--- config.mk ---
export PLATFORM = sky130hd
export DESIGN_NAME = mem_arbiter
export DESIGN_NICKNAME = d
export VERILOG_FILES = /design/src/rtl/mem_arbiter.sv
export SDC_FILE = /design/constraint.sdc
export NUM_CORES = 1
export LEC_CHECK = 0
export BUFFER_PORTS_ARGS = -buffer_cell sky130_fd_sc_hd__clkbuf_2
export CAP_MARGIN = 20
export CORE_MARGIN = 2
export CORE_UTILIZATION = 51
export CTS_CLUSTER_SIZE = 14
export DETAILED_ROUTE_END_ITERATION = 12
export PLACE_DENSITY_LB_ADDON = 0.1
export SKIP_LAST_GASP = 1
export SLEW_MARGIN = 20
export SYNTH_ARGS = -nofsm -noshare
export SYNTH_HDL_FRONTEND = slang
export SYNTH_SLANG_ARGS = --single-unit
--- constraint.sdc ---
create_clock -name clk -period 5 [get_ports clk]
set_clock_uncertainty 0.05 [all_clocks]
set_input_delay 1.25 -clock clk [delete_from_list [all_inputs] [get_ports clk]]
set_output_delay 1.25 -clock clk [all_outputs]
set_load 0.01 [all_outputs]
--- src/rtl/mem_arbiter.sv ---
// -----------------------------------------------------------------------------
// mem_arbiter
// Shares a single memory backend between an instruction-fetch port (IF) and a
// data-memory port (DM). One transaction is in flight at a time and moves
// through IDLE -> BUSY -> RESP. A wait counter aborts a BUSY transaction that
// receives no mem_ack within TIMEOUT cycles. The aborted port gets
// 32'hDEADBEEF, and err pulses alongside its ready.
//
// Build option:
//   ARB_RR_EN  defined   : simultaneous requests are granted round-robin,
//                          starting with DM after reset.
//              undefined : fixed priority, DM wins over IF.
//
// Ports:
//   clk, reset                     clock, synchronous active-high reset
//   if_req/if_addr                 fetch request (held until if_ready)
//   if_rdata/if_ready              fetch data and one-cycle completion pulse
//   dm_req/dm_we/dm_addr/
//   dm_wdata/dm_type               data request bundle (held until dm_ready)
//   dm_rdata/dm_ready              load data and one-cycle completion pulse
//   mem_req/mem_we/mem_addr/
//   mem_wdata/mem_type             backend request bundle
//   mem_rdata/mem_ack              backend response
//   stall                          a requester is waiting this cycle
//   err                            one-cycle pulse on timeout abort
// -----------------------------------------------------------------------------
module mem_arbiter #(
   parameter int unsigned TIMEOUT = 255
) (
   input  logic        clk,
   input  logic        reset,
   input  logic        if_req,
   input  logic [31:0] if_addr,
   output logic [31:0] if_rdata,
   output logic        if_ready,
   input  logic        dm_req,
   input  logic        dm_we,
   input  logic [31:0] dm_addr,
   input  logic [31:0] dm_wdata,
   input  logic [2:0]  dm_type,
   output logic [31:0] dm_rdata,
   output logic        dm_ready,
   output logic        mem_req,
   output logic        mem_we,
   output logic [31:0] mem_addr,
   output logic [31:0] mem_wdata,
   output logic [2:0]  mem_type,
   input  logic [31:0] mem_rdata,
   input  logic        mem_ack,
   output logic        stall,
   output logic        err
);

   localparam logic [1:0]  ST_IDLE    = 2'd0;
   localparam logic [1:0]  ST_BUSY    = 2'd1;
   localparam logic [1:0]  ST_RESP    = 2'd2;
   localparam logic [31:0] ABORT_DATA = 32'hDEADBEEF;
   // Fetches are always full-word reads.
   localparam logic [2:0]  IF_TYPE    = 3'd2;
   // The counter value at which a BUSY cycle without ack is the last one allowed.
   localparam logic [7:0]  WAIT_LAST  = 8'(TIMEOUT - 1);

   logic [1:0] state_r;
   logic       grant_dm_r;
   logic [7:0] wait_cnt_r;
   logic       grant_dm_s;
   logic       any_req_s;

`ifdef ARB_RR_EN
   // 1 when DM received the most recent grant. Cleared on reset, so DM is
   // favoured first.
   logic       rr_last_dm_r;
`endif

   // Arbitration decision; only consumed while in IDLE.
   always_comb begin
      grant_dm_s = 1'b0;
      any_req_s  = if_req | dm_req;
      if (dm_req && if_req) begin
`ifdef ARB_RR_EN
         grant_dm_s = ~rr_last_dm_r;
`else
         grant_dm_s = 1'b1;
`endif
      end else begin
         grant_dm_s = dm_req;
      end
   end

   // A requester is stalled while its request is up and its ready is not.
   assign stall = (if_req & ~if_ready) | (dm_req & ~dm_ready);

`ifdef ARB_RR_EN
   // Round-robin pointer: remember which port won the latest arbitration.
   always_ff @(posedge clk) begin
      if (reset) begin
         rr_last_dm_r <= 1'b0;
      end else if (state_r == ST_IDLE && any_req_s) begin
         rr_last_dm_r <= grant_dm_s;
      end else begin
         rr_last_dm_r <= rr_last_dm_r;
      end
   end
`endif

   // Transaction state machine with registered backend bundle and port outputs.
   always_ff @(posedge clk) begin
      if (reset) begin
         state_r    <= ST_IDLE;
         grant_dm_r <= 1'b0;
         wait_cnt_r <= 8'd0;
         mem_req    <= 1'b0;
         mem_we     <= 1'b0;
         mem_addr   <= 32'd0;
         mem_wdata  <= 32'd0;
         mem_type   <= 3'd0;
         if_rdata   <= 32'd0;
         dm_rdata   <= 32'd0;
         if_ready   <= 1'b0;
         dm_ready   <= 1'b0;
         err        <= 1'b0;
      end else begin
         case (state_r)
            ST_IDLE: begin
               if_ready <= 1'b0;
               dm_ready <= 1'b0;
               err      <= 1'b0;
               if (any_req_s) begin
                  grant_dm_r <= grant_dm_s;
                  wait_cnt_r <= 8'd0;
                  mem_req    <= 1'b1;
                  state_r    <= ST_BUSY;
                  if (grant_dm_s) begin
                     mem_we    <= dm_we;
                     mem_addr  <= dm_addr;
                     mem_wdata <= dm_wdata;
                     mem_type  <= dm_type;
                  end else begin
                     mem_we    <= 1'b0;
                     mem_addr  <= if_addr;
                     mem_wdata <= 32'd0;
                     mem_type  <= IF_TYPE;
                  end
               end else begin
                  state_r <= ST_IDLE;
               end
            end
            ST_BUSY: begin
               // Ack takes precedence over a timeout in the same cycle.
               if (mem_ack) begin
                  mem_req <= 1'b0;
                  mem_we  <= 1'b0;
                  state_r <= ST_RESP;
                  if (grant_dm_r) begin
                     dm_rdata <= mem_rdata;
                     dm_ready <= 1'b1;
                  end else begin
                     if_rdata <= mem_rdata;
                     if_ready <= 1'b1;
                  end
               end else if (wait_cnt_r == WAIT_LAST) begin
                  mem_req    <= 1'b0;
                  mem_we     <= 1'b0;
                  err        <= 1'b1;
                  wait_cnt_r <= wait_cnt_r + 8'd1;
                  state_r    <= ST_RESP;
                  if (grant_dm_r) begin
                     dm_rdata <= ABORT_DATA;
                     dm_ready <= 1'b1;
                  end else begin
                     if_rdata <= ABORT_DATA;
                     if_ready <= 1'b1;
                  end
               end else begin
                  wait_cnt_r <= wait_cnt_r + 8'd1;
               end
            end
            ST_RESP: begin
               if_ready <= 1'b0;
               dm_ready <= 1'b0;
               err      <= 1'b0;
               state_r  <= ST_IDLE;
            end
            default: begin
               state_r  <= ST_IDLE;
               mem_req  <= 1'b0;
               mem_we   <= 1'b0;
               if_ready <= 1'b0;
               dm_ready <= 1'b0;
               err      <= 1'b0;
            end
         endcase
      end
   end

endmodule

# Yosys cells after proc, flatten, opt, wreduce, memory -nomap -nowiden
# Cells that the tools add are included.
[classes]
muxes = 32
bitwise_logic = 10
eq_ne = 6
mul = 0
shifts = 0
n_div = 0
reduce_logical = 11
add_sub_neg = 1
n_lt_le_gt_ge = 0
[ops]
columns = ["cell", "n"]
rows = [
  ["two-way mux 32 bit", 10],
  ["two-way mux 8 bit", 2],
  ["one-hot mux 8 bit (2 select lines)", 1],
  ["two-way mux 1 bit", 13],
  ["AND reduction 3 bit", 4],
  ["adder 8 x 1 -> 8 bit (second input constant)", 1],
  ["equality test 8 bit (second input constant)", 1],
  ["NOT 1 bit", 6],
  ["one-hot mux 1 bit (3 select lines)", 2],
  ["two-way mux 2 bit", 2],
  ["inequality test 2 bit (second input constant)", 2],
  ["one-hot mux 2 bit (2 select lines)", 1],
  ["AND reduction 2 bit", 2],
  ["nonzero test 2 bit", 2],
  ["two-way mux 3 bit", 1],
  ["inequality test 3 bit (second input constant)", 1],
  ["bitwise AND 1 bit", 2],
  ["equality test 2 x 1 -> 1 bit (second input constant)", 1],
  ["equality test 2 bit (second input constant)", 1],
  ["zero test 2 bit", 1],
  ["OR 1 bit", 2],
  ["OR reduction 2 bit", 1],
  ["logical AND 1 bit", 1],
]
[totals]
mem_count = 0
regBits = 147
input_bits = 137
output_inout_bits = 137
mem_bits_rw = 0
rom_bits = 0
latch_bits = 0
word_cells = 73

# Longest topological paths before layout
# Gate-level depths: netlist (run 1).
[depth]
word_depth = 5
depth_mapped = 7
mapped_depth_nobuf = 5

# Least setup slack after synthesis (run 1)
# Ideal clock, no wire load.
[synth_path]
kind = "input port to output port"
from = "input port dm_req"
to = "output port stall"
stages = 4
path_buffers = 2
arrival_time_ns = 2.000
setup_slack_ns = 1.700
required_time_ns = 3.700
path_cell_list = "buf_2 -> buf_2 -> inv_1 -> o22ai_1"
[synth_between]
elab_chain_cells = 2
[synth_lines]
columns = ["element", "line_no", "rtl"]
rows = [
  ["start, declared", "36", "input logic dm_req,"],
  ["bitwise AND 1 bit", "91", "assign stall = (if_req & ~if_ready) | (dm_req & ~dm_ready);"],
  ["OR 1 bit", "91", ""],
  ["end, declared", "50", "output logic stall,"],
]
# No other way between the ends.

# Final worst setup path (run 1)
# Same ends and word-level chain as after synthesis.

==> results of run 1 <==
==> flip-flops by register name, indices dropped and copies added, names as in the netlist <==
register	flops
dm_rdata	32
if_rdata	32
mem_addr	32
mem_wdata	32
wait_cnt_r	8
mem_type	3
state_r	2
dm_ready	1
err	1
grant_dm_r	1
if_ready	1
mem_req	1
mem_we	1
==> cell usage in the layout, fill, tap and decap left out, types with 3 or more instances in the layout <==
cell,count
sky130_fd_sc_hd__dfxtp_1,147
sky130_fd_sc_hd__o32ai_1,24
sky130_fd_sc_hd__clkbuf_16,17
sky130_fd_sc_hd__a21o_1,3
sky130_fd_sc_hd__a311oi_1,16
sky130_fd_sc_hd__a21oi_1,35
sky130_fd_sc_hd__clkbuf_2,272
sky130_fd_sc_hd__a22o_1,34
sky130_fd_sc_hd__mux2i_1,36
sky130_fd_sc_hd__buf_4,7
sky130_fd_sc_hd__nor4_1,4
sky130_fd_sc_hd__a31oi_1,16
sky130_fd_sc_hd__nor3_1,3
sky130_fd_sc_hd__o211ai_1,5
sky130_fd_sc_hd__a32o_1,24
sky130_fd_sc_hd__a211oi_1,81
sky130_fd_sc_hd__clkbuf_8,4
sky130_fd_sc_hd__a211o_1,4
sky130_fd_sc_hd__inv_1,77
sky130_fd_sc_hd__nor3b_1,3
sky130_fd_sc_hd__o21ai_1,3
sky130_fd_sc_hd__bufinv_16,6
sky130_fd_sc_hd__nand2_1,18
==> per-stage QoR <==
step,power (W),cell area (µm²),hold slack (ns),setup slack [ns]
5_1_grt,0.00332,8220,0.440,1.75
3_3_place_gp,0.00175,7520,0.401,1.83
4_1_cts,0.00322,8210,0.427,1.82
6_report,0.00320,8220,0.424,1.82
3_5_place_dp,0.00177,7520,0.408,1.76
2_1_floorplan,0.00159,6230,0.431,1.70
==> metal layers <==
metal,routed length [µm],vias up,global-route usage
met5,0,-,0
met2,8650,246,0.419
met3,1050,36,0.0551
met4,458,0,0.114
li1,-,2877,-
met1,7420,2772,0.315
==> critical path: stages <==
cell	delay (ns)
sky130_fd_sc_hd__clkbuf_2	0.26
sky130_fd_sc_hd__inv_1	0.07
sky130_fd_sc_hd__o22ai_1	0.14
sky130_fd_sc_hd__clkbuf_2	0.15
==> final timing paths <==
| path | from | end | slack [ns] | depth (start not counted) |
|---|---|---|---|---|
| worst max-delay path | dm_req | stall | 1.82 | 4 |
| worst max register to register | state_r[0]$_SDFFE_PP0P_ | if_rdata[25]$_SDFFE_PP0P_ | 2.82 | 3 |
| worst min-delay path | dm_rdata[27]$_SDFFE_PP0P_ | dm_rdata[27]$_SDFFE_PP0P_ | 0.42 | 2 |
| worst min register to register | dm_rdata[27]$_SDFFE_PP0P_ | dm_rdata[27]$_SDFFE_PP0P_ | 0.42 | 2 |
==> power groups by stage <==
stage / Clock, W / Combinational (W) / Sequential (W)
after floorplan: 0 / 0.000252 / 0.00134
final: 0.00146 / 0.000450 / 0.00129
after CTS: 0.00147 / 0.000450 / 0.00129
after global placement: 0 / 0.000433 / 0.00132
after detailed placement: 0 / 0.000448 / 0.00132
after global routing: 0.00153 / 0.000490 / 0.00130
==> layout make-up <==
cell class | instances | share of cell area
clock inverter | 9 | 0.0242
tap | 147 | 0.0224
timing repair buffer | 281 | 0.175
sequential | 147 | 0.358
multi-input combinational | 347 | 0.327
clock buffer | 22 | 0.0589
inverter | 77 | 0.0352
==> kinds of logic (layout without fill, tap and decap cells) <==
logic type | count (synthesis) | in the layout | synth area share
DFF | 147 | 147 | 0.472
and+or+nand+nor | 53 | 53 | 0.0506
buffers and inverters | 143 | 389 | 0.101
AOI/OAI and AO/OA | 256 | 256 | 0.315
adders and majority gates | 2 | 2 | 0.00402
muxes | 36 | 36 | 0.0578
==> results summary, run 1 <==
The remaining number of nets flagged by the antenna check after routing came out at 0. The via total after detailed routing came out at 5931. The initial antenna violation count is 0. The run finished with clean final reports. Clock-pin slew was measured on the worst setup and hold paths at 0.05 ns. The final critical-path share of the clock period came out at 0.635.

In this run the power density over the cells is 389 mW/mm². The synthesized area divided by synthesized cell count is 9.78 µm². The area enclosed by the die boundary came out at 0.0131 mm².

The global-route wire length before repair is 26500 µm. In this run the tightest slew margin relative to its limit is 0.324. The CTS H-tree depth is 4. The max-capacitance violation count came out at 0. The pin count of the biggest net entering global routing came out at 110.

The post-synth net total is 776. At the worst endpoint, the required time is 3.70 ns. The post-synthesis to final-layout area growth is 31.9%. The die height is 115 µm.

The total track usage is 0.253. The part of the power in combinational logic came out at 0.141. The worst setup path is captured at a primary output. The total setup violations reported at the end of the flow came out at 0.

The total DRC errors in the routed layout is 0. Ranked by total cell area, the synthesized netlist is headed by sky130_fd_sc_hd__dfxtp_1, sky130_fd_sc_hd__a211oi_1, sky130_fd_sc_hd__mux2i_1. The largest voltage drop on the vdd net came out at 0.229 mV. The highest net fanout along the worst path is 11.

The number of global-route vias before repair is 5461. The clock latency on the worst-skew pair is 0.42 ns. The floorplan step set the die width to 115 µm. The detailed placer's ending HPWL came out at 11900 µm. The worst setup path is launched from a primary input. The relative contribution of sequential cells to total power came out at 0.404. The internal power is 0.00242 W.

The root cell of the clock tree is sky130_fd_sc_hd__clkbuf_16. For the pin with the worst max-slew slack, the measured transition is 1.01 ns. Summed over all layers, the routed wires come to 17600 µm. Subtracting the final worst setup slack from the clock period gives 3.18 ns.

In the final layout, the share of cells above drive strength 1 is 0.364. The initial cell density of the core came out at 0.521. The number of buffers inserted during clock tree synthesis is 17. Ranked by instance count, the synthesized netlist is headed by sky130_fd_sc_hd__dfxtp_1, sky130_fd_sc_hd__a211oi_1, sky130_fd_sc_hd__inv_1. The category of the critical setup timing path is in -> out. The largest buffer count on any clock path came out at 2. For this run, the number of standard cells in the final layout without fillers is 1030. The count of flip-flops with a built-in enable after synthesis is 0. Of the total power, the share spent switching nets is 0.245. The share of total power dissipated in the clock network is 0.455. The congestion estimate from routability-driven global placement came to 0.751. The number of buffer cells added on primary ports came out at 273.

The final cell utilization of the core came out at 0.687. The clock drives 147 sinks. The path category of the worst min-delay check is reg -> reg.

Global routing finished with a remaining overflow of 0. TritonCTS built the clock tree. The switching power came out at 0.000783 W. The critical path data arrival time came out at 1.88 ns. The final setup TNS came out at 0 ns. By instance count, the leading cell after synthesis is sky130_fd_sc_hd__dfxtp_1. The post-cts resize count came out at 0.

The quantity of hold-fixing buffers added after cts is 0. The fraction of the yosys area taken by sequential cells came out at 0.472. The dominant synthesized flop cell is sky130_fd_sc_hd__dfxtp_1. The cell area after synthesis is 0.00623 mm².

The I/O pin total is 274. The total number of nets in the final design is 1010. Dividing the detail-routed wire length by the instance count gives 17.1 µm. The max-slew violation count came out at 0.

Summing all multi-input logic gate instances after layout gives 0.00269 mm². The hold violation count in the final report is 0. Once the clock tree was built, the setup fixing pass inserted 0 buffers. The netlist uses 48 different library cells. The number of instances in the synthesized netlist is 637.

The area share of the leading cell type in the synthesized netlist came out at 0.472. The total instance count after detailed placement came out at 998. The count of warnings emitted by yosys is 0.

The number of DRC violations after detailed-routing iteration 0 is 401. The area occupied by registers is 0.00294 mm². The final antenna diode count is 0. Setup repair after global routing left no endpoint under its margin. Based on the critical path, the design can be clocked at up to 315 MHz. The row count came out at 40. The number of fill cells came out at 936. The region available for standard cell placement spans 0.0120 mm².

The biggest area consumer among synthesized cells is sky130_fd_sc_hd__dfxtp_1. In the synthesized netlist the async set-or-reset flop fraction comes to 0. Summed over all cells, the static leakage comes to 3.67 nW. In this run, synthesis produced a sequential element count of 147. In the routed layout, each cell is associated on average with a via count of 5.76.

The pre-antenna-repair detailed-routing pass consisted of 5 iterations.
Note: power is estimated with default switching activity, not from simulation.
==> run 2: changes to the inputs <==
--- a/config.mk
+++ b/config.mk
@@ -8,7 +8,7 @@
 export BUFFER_PORTS_ARGS = -buffer_cell sky130_fd_sc_hd__clkbuf_2
 export CAP_MARGIN = 20
 export CORE_MARGIN = 2
-export CORE_UTILIZATION = 51
+export CORE_UTILIZATION = 43
 export CTS_CLUSTER_SIZE = 14
 export DETAILED_ROUTE_END_ITERATION = 12
 export PLACE_DENSITY_LB_ADDON = 0.1
==> constraint.sdc (replaced) <==
create_clock -name clk -period 2.7 [get_ports clk]
set_clock_uncertainty 0.05 [all_clocks]
set_input_delay 0.675 -clock clk [delete_from_list [all_inputs] [get_ports clk]]
set_output_delay 0.675 -clock clk [all_outputs]
set_load 0.01 [all_outputs]
==> results summary, run 2 (synthesized netlist as in run 1, its figures left out) <==
The row count was 43 (+7.5%). The number of global-route vias before repair came out at 5803 (+6.3%). The global-route wire length before repair is 28900 µm (+9.2%). The remaining max-slew budget at the tightest pin is 0.326 (+0.00269). The critical path capture point type is a flop. The overall overflow remaining after global route is 0 (unchanged).

The final setup TNS was 0 ns (unchanged). The number of fill cells was 1238 (+32%). The post-cts resize count is 0 (unchanged). Dividing the final minimum period by the clock period gives 0.759. The first-pass iteration count of the detailed router came out at 5 (unchanged). The routability-driven placement congestion ratio came out at 0.790 (+5.2%). The max-slew violation count is 0 (unchanged). The worst hold margin came out at 0.420 ns (-0.00332 ns). The post-route minimum period is 2.05 ns.

The total instance count after detailed placement is 1039 (+4.1%). The I/O pin total came out at 274 (unchanged). The largest voltage drop on the vdd net is 0.466 mV (+100%).

The multi-input logic area came to 0.00268 mm² (-0.19%). The final cell utilization of the core was 0.585 (-0.102). The number of non-filler instances in the completed layout is 1071 (+4.0%). The achievable frequency came out at 488 MHz. The quantity of hold-fixing buffers added after cts came out at 0 (unchanged).

The initial cell density of the core is 0.444 (-0.0772). The critical path data arrival time came to 2.27 ns (+0.39 ns). The max-capacitance violation count is 0 (unchanged). The number of buffer cells added on primary ports was 273 (unchanged). The pin count of the biggest net entering global routing is 46 (-58%). The standard cell core area is 0.0140 mm² (+17%).

The required time of the critical path was 2.92 ns (-0.78 ns). The fraction of final layout cells with drive strength greater than 1 is 0.367 (+0.00347). The final antenna diode count is 0 (unchanged). The final routed wire length divided by cell count was 16.6 µm (-3.0%).

The transition at the pin with the smallest max-transition slack came to 1.01 ns (-0.00402 ns). The clock-pin slew on the worst setup and hold paths came out at 0.06 ns (about the same). The via total after detailed routing was 5991 (+1.0%). The die height is 124 µm (+8.6%).

The number of DRC violations after detailed-routing iteration 0 is 298 (-26%). The remaining number of nets flagged by the antenna check after routing is 0 (unchanged). The total DRC errors in the routed layout came out at 0 (unchanged). The library cell used most frequently in the layout, excluding fill and tap cells, is sky130_fd_sc_hd__clkbuf_2. The detail-routed via count per cell is 5.59 (-2.9%). The critical path in this run is classified as reg -> reg. The kind of launch point of the worst setup path is a flop.

The hold violation count in the final report came to 0 (unchanged). The leakage power was 3.65 nW (-0.64%). The run finished with clean final reports. The power density over the cells came out at 675 mW/mm² (+73%). The area enclosed by the die boundary is 0.0155 mm² (+18%). The number of buffers inserted during clock tree synthesis came out at 17 (unchanged).

The highest net fanout along the worst path came out at 24 (+13). CTS placed an instance of sky130_fd_sc_hd__clkbuf_16 at the clock tree root. The total track usage is 0.225 (-0.0278). The worst hold path belongs to the class in -> reg. The area occupied by registers came out at 0.00294 mm² (unchanged). The horizontal die dimension is 124 µm (+8.6%). The largest buffer count on any clock path came to 2 (unchanged). The detailed placer's ending HPWL came out at 12400 µm (+4.3%). The least setup slack across all paths after layout is 0.651 ns (-1.17 ns). The total number of nets in the final design came out at 1017 (+0.69%).

The total wire length after detailed routing is 17700 µm (+0.86%). The placement-stage worst setup slack is 0.462 ns (-1.30 ns). The post-synthesis to final-layout area growth came out at 31.9% (about the same). Setup repair after global routing left no endpoint under its margin. TritonCTS built the clock tree. The initial antenna violation count came out at 0 (unchanged). The post-CTS setup buffer count is 0 (unchanged). The CTS H-tree depth was 4 (unchanged). The total setup violations reported at the end of the flow is 0 (unchanged).

Leaving out fill and tap cells, the most frequent cells in the layout are sky130_fd_sc_hd__clkbuf_2, sky130_fd_sc_hd__dfxtp_1, sky130_fd_sc_hd__a211oi_1. The number of clock sinks seen by CTS came to 147 (unchanged). The clock latency on the worst-skew pair came out at 0.41 ns (about the same).
-- run 2: changes by cell type in the layout (fill, tap and decap cells not counted) --
cell                         before  now
sky130_fd_sc_hd__buf_6            2    0
sky130_fd_sc_hd__clkinv_4         1    0
sky130_fd_sc_hd__clkbuf_1         1    3
sky130_fd_sc_hd__clkinvlp_4       0    3
sky130_fd_sc_hd__clkinv_2         2    5
sky130_fd_sc_hd__nor2_4           1    0
sky130_fd_sc_hd__bufinv_16        6    2
sky130_fd_sc_hd__buf_4            7   14
sky130_fd_sc_hd__nor2_2           1    2
sky130_fd_sc_hd__clkbuf_8         4    2
sky130_fd_sc_hd__buf_12           0    2
-- run 2: cell type report --
cell class | count | share of cell area
clock buffers | 22 | 0.0565
clock inverters | 10 | 0.0131
inverters | 77 | 0.0352
multi-input cells | 347 | 0.326
flip-flops and latches | 147 | 0.358
well taps | 180 | 0.0274
repair buffers | 288 | 0.183
-- run 2: worst paths after layout --
kind	startpoint	endpoint	slack [ns]	cells after the start
min reg2reg	mem_wdata[7]$_SDFFE_PP0P_	mem_wdata[7]$_SDFFE_PP0P_	0.42	1
max	state_r[0]$_SDFFE_PP0P_	dm_rdata[27]$_SDFFE_PP0P_	0.65	3
max reg2reg	state_r[0]$_SDFFE_PP0P_	dm_rdata[27]$_SDFFE_PP0P_	0.65	3
min	dm_wdata[17]	mem_wdata[17]$_SDFFE_PP0P_	0.42	2
-- run 2: report_power, final --
part	total [W]	internal, W	switching, W
combinational	0.000852	0.000364	0.000488
sequential	0.00240	0.00231	0.0000904
clock	0.00230	0.00140	0.000897
-- run 2: metrics by stage --
step           instance area (µm²)  power, W
2_1_floorplan                 6230   0.00295
3_3_place_gp                  7640   0.00327
3_5_place_dp                  7640   0.00330
4_1_cts                       8220   0.00559
5_1_grt                       8220   0.00579
6_report                      8220   0.00555
-- run 2: critical path, stage by stage (launching register included) --
cell and delay (ns):
sky130_fd_sc_hd__dfxtp_1 0.68, sky130_fd_sc_hd__and2_1 0.84, sky130_fd_sc_hd__a32o_1 0.28, sky130_fd_sc_hd__a211oi_1 0.05
-- run 2: metal layers --
layer	vias up	global-route usage	routed length (µm)
li1	2885	-	-
met1	2860	0.280	7740
met2	224	0.384	8700
met3	22	0.0584	1020
met4	0	0.0661	269
met5	-	0	0
==> run 3: changes to the inputs <==
--- a/config.mk
+++ b/config.mk
@@ -8,7 +8,7 @@
 export BUFFER_PORTS_ARGS = -buffer_cell sky130_fd_sc_hd__clkbuf_2
 export CAP_MARGIN = 20
 export CORE_MARGIN = 2
-export CORE_UTILIZATION = 43
+export CORE_UTILIZATION = 47
 export CTS_CLUSTER_SIZE = 14
 export DETAILED_ROUTE_END_ITERATION = 12
 export PLACE_DENSITY_LB_ADDON = 0.1
==> constraint.sdc (replaced) <==
create_clock -name clk -period 1.9 [get_ports clk]
set_clock_uncertainty 0.05 [all_clocks]
set_input_delay 0.475 -clock clk [delete_from_list [all_inputs] [get_ports clk]]
set_output_delay 0.475 -clock clk [all_outputs]
set_load 0.01 [all_outputs]
==> results summary, run 3 (synthesized netlist as in run 1, its figures left out) <==
The signal on the critical path passes through inv_1 > ha_1 > and3_1 > a21o_1 > a311oi_1. The number of buffers inserted during clock tree synthesis came to 17 (unchanged). The horizontal die dimension is 119 µm (-4.2%). The area enclosed by the die boundary is 0.0142 mm² (-8.2%). The post-route minimum period came out at 1.79 ns (-0.257 ns).

The largest buffer count on any clock path came to 2 (unchanged). The tree is rooted in a sky130_fd_sc_hd__clkbuf_16. The critical path data arrival time came out at 2.05 ns (-0.22 ns). The TritonCTS clock tree is yes. The final cell utilization of the core is 0.637 (+0.0514).

The kind of launch point of the worst setup path is a flop. The path category of the worst min-delay check is in -> reg. The final setup TNS is 0 ns (unchanged). The critical path capture point type is a flop.

The total track usage is 0.247 (+0.0220). The finished layout cell area was 0.00833 mm² (+1.4%). The routability-driven placement congestion ratio is 0.806 (+2.0%). The achievable frequency came out at 558 MHz (+14%). The fraction of final layout cells with drive strength greater than 1 came to 0.376 (+0.00883). The library cell used most frequently in the layout, excluding fill and tap cells, is sky130_fd_sc_hd__clkbuf_2.

The highest net fanout along the worst path is 17 (-29%). The detail-routed via count per cell is 5.61 (+0.33%). The remaining number of nets flagged by the antenna check after routing was 0 (unchanged). The CTS H-tree depth came out at 4 (unchanged). The required time of the critical path was 2.16 ns (-0.76 ns). The highest cell delay on the worst timing path came out at 0.40 ns (-0.44 ns).

The number of clock sinks seen by CTS is 147 (unchanged). The initial antenna violation count came out at 0 (unchanged). The number of DRC violations after detailed-routing iteration 0 is 471 (+58%). The leakage power came out at 3.70 nW (+1.6%). The total DRC errors in the routed layout came to 0 (unchanged). The final critical-path share of the clock period is 0.943 (+0.184). The number of fill cells came out at 1142 (-7.8%). The largest individual stage delay along the critical path comes from the cell sky130_fd_sc_hd__a21o_1. The I/O pin total was 274 (unchanged). The total wire length after detailed routing is 17900 µm (+1.2%). The final routed wire length divided by cell count came out at 16.6 µm (+0.55%).

The pin count of the biggest net entering global routing was 84 (+83%). The hold violation count in the final report was 0 (unchanged). The clock latency on the worst-skew pair is 0.41 ns (about the same). The final antenna diode count was 0 (unchanged). The transition at the pin with the smallest max-transition slack is 0.990 ns (-0.0163 ns). The run finished with clean final reports.

The row count came out at 42 (-2.3%). The detailed placer's ending HPWL was 12500 µm (+0.55%). The max-capacitance violation count is 0 (unchanged). The category of the critical setup timing path is reg -> reg. The quantity of hold-fixing buffers added after cts was 0 (unchanged). The post-cts resize count came out at 0 (unchanged). The clock-pin slew on the worst setup and hold paths came to 0.06 ns (about the same).

The max-slew violation count is 0 (unchanged). The standard cell core area was 0.0131 mm² (-6.8%). The global-route wire length before repair came out at 28600 µm (-1.3%). In the layout the commonest cells are sky130_fd_sc_hd__clkbuf_2, sky130_fd_sc_hd__dfxtp_1, sky130_fd_sc_hd__a211oi_1. The total number of nets in the final design was 1028 (+1.1%). The die height was 119 µm (-4.2%).

The total setup violations reported at the end of the flow came to 0 (unchanged). Setup repair after global routing left no endpoint under its margin. The number of buffer cells added on primary ports came to 273 (unchanged).

The initial cell density of the core came to 0.476 (+0.0325). The via total after detailed routing came out at 6050 (+0.98%). The remaining max-slew budget at the tightest pin came to 0.340 (+0.0139). The power density over the cells is 930 mW/mm² (+38%). The post-synthesis to final-layout area growth is 33.7%. The number of global-route vias before repair came to 5736 (-1.2%). The largest voltage drop on the vdd net came out at 0.524 mV (+13%).

The first-pass iteration count of the detailed router came out at 5 (unchanged). The post-CTS setup buffer count came out at 0 (unchanged). The instance area after placement came to 0.00778 mm² (+1.8%). The overall overflow remaining after global route came to 0 (unchanged).
[run 3: critical path: cells and delay by family, from the launching register on]
family                   cells  cell delay (ns)
AO/OA/AOI/OAI                2             0.75
buffers and inverters        1             0.08
AND/OR/NAND/NOR              1             0.22
flip-flops                   1             0.37
adder cells (fa/ha/maj)      1             0.21
[run 3: per-stage QoR]
step | std cells | setup slack [ns] | hold slack [ns] | power (W)
2_1_floorplan | 637 | 0.150 | 0.431 | 0.00419
3_3_place_gp | 1046 | 0.213 | 0.403 | 0.00469
3_5_place_dp | 1046 | 0.116 | 0.403 | 0.00473
4_1_cts | 1078 | 0.0996 | 0.208 | 0.00781
5_1_grt | 1078 | 0.0235 | 0.221 | 0.00807
6_report | 1078 | 0.108 | 0.225 | 0.00775
[run 3: area by class of cell]
class | instances | area (µm²) | area share
Sequential cell | 147 | 2940 | 0.353
Multi-Input combinational cell | 347 | 2680 | 0.322
Timing Repair Buffer | 299 | 1650 | 0.198
Clock buffer | 19 | 433 | 0.0520
Inverter | 77 | 289 | 0.0347
Tap cell | 176 | 220 | 0.0264
Clock inverter | 13 | 111 | 0.0134
[run 3: power breakdown]
part | internal (W) | switching (W)
Combinational | 0.000555 | 0.000720
Sequential | 0.00328 | 0.000114
Clock | 0.00179 | 0.00129
[run 3: worst paths after layout]
kind                               from                         end  slack, ns  depth (start not counted)
max reg2reg  wait_cnt_r[0]$_SDFFE_PP0P_   if_rdata[24]$_SDFFE_PP0P_       0.11                          5
min reg2reg   if_rdata[19]$_SDFFE_PP0P_   if_rdata[19]$_SDFFE_PP0P_       0.42                          2
max          wait_cnt_r[0]$_SDFFE_PP0P_   if_rdata[24]$_SDFFE_PP0P_       0.11                          5
min                        dm_wdata[26]  mem_wdata[26]$_SDFFE_PP0P_       0.22                          2
[run 3: per-layer routing]
metal  wire length (µm)  share of wire  GRT usage  up-vias
met2               8780           0.49      0.408      245
met1               7780           0.43      0.322     2865
met4                276          0.015     0.0833        0
li1                   -              -          -     2918
met5                  0              0          0        -
met3               1100          0.061     0.0508       22
